==> config.mk <==
export PLATFORM = sky130hd
export DESIGN_NAME = p2s_rr_arbiter
export DESIGN_NICKNAME = d
export VERILOG_FILES = /design/src/rtl/p2s_pkg.sv /design/src/rtl/rr_pick.sv /design/src/rtl/p2s_rr_arbiter.sv
export SDC_FILE = /design/constraint.sdc
export NUM_CORES = 1
export LEC_CHECK = 0
export BUFFER_PORTS_ARGS = -buffer_cell sky130_fd_sc_hd__buf_2
export CAP_MARGIN = 10
export CORE_MARGIN = 4
export CORE_UTILIZATION = 44
export CTS_CLUSTER_SIZE = 24
export DETAILED_ROUTE_END_ITERATION = 10
export GPL_TIMING_DRIVEN = 0
export HOLD_SLACK_MARGIN = 0.12
export PLACE_DENSITY_LB_ADDON = 0.1
export REMOVE_ABC_BUFFERS = 1
export SYNTH_ARGS = -nofsm -noshare
export SYNTH_HDL_FRONTEND = slang
export SYNTH_SLANG_ARGS = --single-unit
==> constraint.sdc <==
create_clock -name clk -period 5.1 [get_ports clk]
set_clock_uncertainty 0.2 [all_clocks]
set_input_delay 0 -clock clk [delete_from_list [all_inputs] [get_ports clk]]
set_output_delay 0 -clock clk [all_outputs]
set_load 0.02 [all_outputs]
==> src/rtl/p2s_pkg.sv <==
// Shared types and helpers for the round-robin front end of the
// parallel_to_serial serializer.
package p2s_pkg;

  typedef enum logic {
    IDLE = 1'b0,
    SEND = 1'b1
  } arb_state_t;

  // Index increment that wraps at n rather than at a power of two.
  function automatic int rr_next_idx(input int idx, input int n);
    return (idx >= n - 1) ? 0 : idx + 1;
  endfunction

endpackage

==> src/rtl/rr_pick.sv <==
// Combinational round-robin pick: the first set request at or above ptr,
// wrapping past the top. Done as rotate, lowest-bit isolate, un-rotate.
module rr_pick
  import p2s_pkg::*;
#(
  parameter int N_REQ = 4,
  parameter int IDX_W = 2
) (
  input  logic [N_REQ-1:0] req,
  input  logic [IDX_W-1:0] ptr,
  output logic             any,
  output logic [IDX_W-1:0] idx,
  output logic [N_REQ-1:0] onehot
);

  logic [N_REQ-1:0]   rot;
  logic [N_REQ-1:0]   rot_oh;
  logic [2*N_REQ-1:0] unrot;

  // Rotate so the requester at ptr lands on bit 0, then keep its lowest set bit.
  always_comb begin
    rot    = N_REQ'({req, req} >> ptr);
    rot_oh = rot & (~rot + N_REQ'(1));
  end

  // Undo the rotation; the upper half of the doubled vector is the real position.
  always_comb begin
    unrot  = {rot_oh, rot_oh} << ptr;
    onehot = unrot[2*N_REQ-1:N_REQ];
    any    = |req;
  end

  // Encode the one-hot grant into an index.
  always_comb begin
    idx = '0;
    for (int i = 0; i < N_REQ; i++) begin
      if (onehot[i]) idx = IDX_W'(i);
    end
  end

endmodule

==> src/rtl/p2s_rr_arbiter.sv <==
// Round-robin arbiter sharing one parallel_to_serial serializer between
// N_REQ word producers. A granted word is registered with its source index
// and held on the valid/ready port until the serializer accepts it.
module p2s_rr_arbiter
  import p2s_pkg::*;
#(
  parameter int N_REQ  = 4,
  parameter int DATA_W = 4,
  parameter int IDX_W  = 2
) (
  input  logic                    clk,
  input  logic                    reset,
  input  logic [N_REQ-1:0]        req_valid_i,
  input  logic [N_REQ*DATA_W-1:0] req_data_i,
  output logic [N_REQ-1:0]        req_ready_o,
  input  logic [N_REQ-1:0]        req_enable_i,
  output logic                    m_valid_o,
  output logic [DATA_W-1:0]       m_data_o,
  output logic [IDX_W-1:0]        m_src_o,
  input  logic                    m_ready_i,
  output logic                    busy_o
);

  arb_state_t        state_q;
  arb_state_t        state_d;
  logic [IDX_W-1:0]  ptr;
  logic [DATA_W-1:0] data_r;
  logic [IDX_W-1:0]  src_r;

  logic              pick_any;
  logic [IDX_W-1:0]  pick_idx;
  logic [N_REQ-1:0]  pick_oh;
  logic [DATA_W-1:0] pick_data;

  rr_pick #(
    .N_REQ (N_REQ),
    .IDX_W (IDX_W)
  ) u_pick (
    .req    (req_valid_i & req_enable_i),
    .ptr    (ptr),
    .any    (pick_any),
    .idx    (pick_idx),
    .onehot (pick_oh)
  );

  // Select the granted requester's word with an AND-OR mux over the one-hot grant.
  always_comb begin
    pick_data = '0;
    for (int k = 0; k < N_REQ; k++) begin
      pick_data = pick_data | (req_data_i[k*DATA_W +: DATA_W] & {DATA_W{pick_oh[k]}});
    end
  end

  // Arbitration state register; reset drops any word in flight.
  always_ff @(posedge clk or posedge reset) begin
    if (reset) state_q <= IDLE;
    else       state_q <= state_d;
  end

  // Next state: grant in IDLE whenever anyone is eligible, leave SEND on acceptance.
  always_comb begin
    state_d = state_q;
    case (state_q)
      IDLE:    if (pick_any)  state_d = SEND;
      SEND:    if (m_ready_i) state_d = IDLE;
      default: state_d = IDLE;
    endcase
  end

  // Capture the granted word and source; advance the pointer past the accepted source.
  always_ff @(posedge clk or posedge reset) begin
    if (reset) begin
      data_r <= '0;
      src_r  <= '0;
      ptr    <= '0;
    end else begin
      if (state_q == IDLE && pick_any) begin
        data_r <= pick_data;
        src_r  <= pick_idx;
      end
      if (state_q == SEND && m_ready_i) begin
        ptr <= IDX_W'(rr_next_idx(int'(src_r), N_REQ));
      end
    end
  end

  // Port outputs; the grant is only offered while idle.
  always_comb begin
    m_valid_o   = (state_q == SEND);
    busy_o      = (state_q == SEND);
    m_data_o    = data_r;
    m_src_o     = src_r;
    req_ready_o = (state_q == IDLE) ? pick_oh : '0;
  end

endmodule

==> results <==
- Per report_power, the sequential group accounts for about 34% of the total.
- The standby leakage power is 0.477 nW.
- The post-synthesis to final-layout area growth is 58.7%.
- The synthesis-stage register bit count is 9.
- The share of the Yosys chip area taken by registers is 35.9%.
- The number of setup violations in the final report is 0.
- In the routed design, unresolved DRC markers number 0.
- The share of synthesized flip-flops with an asynchronous set or reset is 100%.
- Clock tree synthesis selected as its root buffer the cell sky130_fd_sc_hd__clkbuf_4.
- Dividing the detail-routed wire length by the instance count gives 14.3 µm.
- The utilization after layout is 75.5%.
- The most used flip-flop cell after synthesis is sky130_fd_sc_hd__dfrtp_1.
- The effective utilization at floorplan is a little under half.
- The critical path in this run is classified as register to register.
- The violation count after the first detailed-route iteration is 25.
- The run finished with clean final reports.
- The global-route usage over all layers is ~20%.
- The area share of the leading cell type in the synthesized netlist is 35.9%.
- The number of buffers inserted for hold repair after clock tree synthesis is 15.
- The area of the mapped netlist is 627 µm².
- The placement-stage cell area is 818 µm².
- The clock network accounts for 14.7% of the total power.
- The horizontal die dimension is 45.7 µm.
- The part of the power in combinational logic is 51.0%.
- Net switching is 41.2% of the power.
- The wire length reported by the detailed router is 1970 µm.
- The layout filler cell count is 88.
- The count of nets left with antenna violations once routing finished came out at 0.
- The first global-routing pass estimated 3040 µm of wire.
- The commonest cells after synthesis are 11 x sky130_fd_sc_hd__nand2_1, 10 x sky130_fd_sc_hd__nor2_1, 9 x sky130_fd_sc_hd__dfrtp_1.
- The total power of the final layout is 0.370 mW.
- The upper clock frequency limit is 356 MHz.
- The hold violation count in the final report was 0.
- The number of antenna violations at the first check in global routing is 0.
- Summed over all layers, the global routing overflow is 0.
- Traced cell by cell, the critical path runs through and2b_1, a311oi_4, dlygate4sd3_1, nor2_1, dlygate4sd3_1, a21oi_1.
- The synthesized area per cell is between 9 and 10 µm².
- Dividing total power by cell area gives a power density of 372 nW/µm².
- The final number of max-transition violations is 0.
- The category of the worst setup path launch point is a register.
- Once placement completed, the tool counted placed cells totaling 118.
- The post-layout instance count excluding filler cells is 137.
- The slew at the pin with the worst max-slew slack is 0.958 ns.
- The routed via count is between 700 and 800.
- The internal portion of the total power is 0.218 mW.
- The length of the first detailed-routing pass in iterations is 4.
- For the final routed database, the setup TNS stands at 0 ns.
- The worst-skew pair later-pin latency is 0.26 ns.
- After the last flow step, the layout net total stands at approximately 150.
- TritonCTS built the clock tree.
- The number of flops mapped to enable cells by yosys is 0.
- The via count of the first global-routing pass is 715.
- The die is about 46 µm tall.
- The clock transition time at the flip-flop clock pins of the worst setup and hold paths is 0.06 ns.
- The number of setup buffers added after CTS is 0.
- The max-capacitance violation count is 0.
- The overall die area is about 2100 µm².
- The core outline area is 1320 µm².
- By area the synthesized netlist is led by sky130_fd_sc_hd__dfrtp_1 36%, sky130_fd_sc_hd__nand2_1 6.6%, sky130_fd_sc_hd__a222oi_1 6.4%.
- In this run the power spent charging and discharging nets is 0.153 mW.
- On the worst path, the slowest cell contributes a delay of 0.63 ns.
- The worst-case IR drop observed on VDD is about 0.26 mV.
- The type of element capturing the critical path is a register.
- The final critical-path required period is roughly 2.8 ns.
- The highest fanout seen on the critical path is 9.
- The largest area contributor in the synthesized netlist is sky130_fd_sc_hd__dfrtp_1.
- sky130_fd_sc_hd__nand2_1 is the most common cell in the netlist.
- The worst hold path belongs to the class input pin to register.
- Dividing the final minimum period by the clock period gives ~55%.
- In this design, the critical path's most frequently occurring cell is sky130_fd_sc_hd__dlygate4sd3_1.
- In the final layout, the share of cells above drive strength 1 is around 40%.
- Entering global routing, the biggest net connects 13 pins.
- Routability-driven placement finished with a final weighted congestion of 0.745.
- In this run the core area contains 13 standard-cell rows.
- The slowest cell on the critical path is sky130_fd_sc_hd__dlygate4sd3_1.
- The detailed-placement wirelength estimate is 1360 µm.
- The clock net sink count is 9.
- The data arrival time at the worst-slack endpoint is 2.79 ns.
- Counting the buffers created by CTS gives 3.
- In this run the tightest slew margin relative to its limit is 35.9%.
- The number of antenna diodes in the final layout is 0.
- Dividing the detail-routed via count by the number of cells gives 5.51.
- After synthesis, the netlist uses 26 different library cells.
- In this run, post-CTS repair resized a total of 0 instances.
- Synthesis produced 68 cells.
- The count of buffers added on input and output ports is 38.
- The synthesis warning total is 0.
- The longest clock path from root to sink contains 2 buffers.
- The total I/O pin count is 39.
- In this run the number of H-tree levels came out at 1.
- The area of all placed cells without fillers is 995 µm².
- The worst path required time is 5.08 ns.
- Setup repair after global routing left no endpoint under its margin.
==> cells by family after synthesis <==
| kind of cell | count (synthesis) | share of synthesized area, % |
|---|---|---|
| adders and majority gates | 1 | 2.00 |
| and+or+nand+nor | 32 | 26.7 |
| DFF | 9 | 35.9 |
| buffers and inverters | 5 | 3.99 |
| muxes | 1 | 1.80 |
| AOI/OAI and AO/OA | 20 | 29.5 |
==> critical path: cells and delay by family (launching register included) <==
kind / cells / cell delay [ns]
buffers and inverters: 2 / 1.20
AO/OA/AOI/OAI: 2 / 0.58
flip-flops: 1 / 0.48
AND/OR/NAND/NOR: 2 / 0.28
==> metal layers <==
layer	wire [µm]	up-vias	global-route usage [%]	share of wire (%)
met2	1000	33	34.5	51
met1	764	355	23.6	39
met5	0	-	0	0
met4	17	0	5.68	0.87
li1	-	363	-	-
met3	180	4	6.72	9.2
==> final timing paths <==
path | from | end | slack (ns) | cells after the start
min in group asynchronous | reset | m_src_o[1]$_DFFE_PP0P_ | 0.61 | 4
min | req_enable_i[3] | m_src_o[1]$_DFFE_PP0P_ | 0.12 | 5
min reg2reg | m_src_o[0]$_DFFE_PP0P_ | ptr[0]$_DFFE_PP0P_ | 0.32 | 1
max in group asynchronous | reset | m_data_o[0]$_DFFE_PP0P_ | 3.84 | 4
max | ptr[1]$_DFFE_PP0P_ | m_src_o[0]$_DFFE_PP0P_ | 2.29 | 6
max reg2reg | ptr[1]$_DFFE_PP0P_ | m_src_o[0]$_DFFE_PP0P_ | 2.29 | 6
==> registers in the layout (all words and copies together) (netlist names) <==
name      cells
m_src_o       2
ptr           2
m_data_o      4
busy_o        1
==> final cells by class <==
| class | count | area, µm² | area share (%) |
|---|---|---|---|
| multi-input cells | 54 | 377 | 37.9 |
| repair buffers | 53 | 340 | 34.2 |
| flip-flops and latches | 9 | 225 | 22.6 |
| clock buffers | 4 | 26.3 | 2.64 |
| well taps | 15 | 18.8 | 1.89 |
| inverters | 2 | 7.51 | 0.755 |
==> power groups by stage <==
| stage | Combinational [mW] | Sequential (mW) | Clock [mW] |
|---|---|---|---|
| 2_1_floorplan | 0.0858 | 0.147 | 0 |
| 3_3_place_gp | 0.157 | 0.126 | 0 |
| 6_report | 0.189 | 0.127 | 0.0544 |
| 5_1_grt | 0.206 | 0.133 | 0.0579 |
| 3_5_place_dp | 0.160 | 0.128 | 0 |
| 4_1_cts | 0.187 | 0.127 | 0.0548 |
==> metrics by stage <==
step | setup slack (ns) | hold WS [ns]
4_1_cts | 2.28 | 0.120
6_report | 2.29 | 0.119
2_1_floorplan | 3.42 | -0.372
3_5_place_dp | 3.22 | -0.226
5_1_grt | 2.19 | 0.160
3_3_place_gp | 3.28 | -0.226
==> cells in the final DEF (no fill, tap or decap), types with 2 or more instances in the layout <==
cell                            count
sky130_fd_sc_hd__clkbuf_4           3
sky130_fd_sc_hd__buf_2             38
sky130_fd_sc_hd__a222oi_1           4
sky130_fd_sc_hd__dfrtp_1            9
sky130_fd_sc_hd__nand3_1            2
sky130_fd_sc_hd__a21oi_1            2
sky130_fd_sc_hd__nor2b_1            3
sky130_fd_sc_hd__nand2_1           11
sky130_fd_sc_hd__nor2_1            10
sky130_fd_sc_hd__inv_1              2
sky130_fd_sc_hd__dlygate4sd3_1     15
sky130_fd_sc_hd__nor3_2             2
sky130_fd_sc_hd__a31oi_1            6
Power figures use the tool's default switching activity.
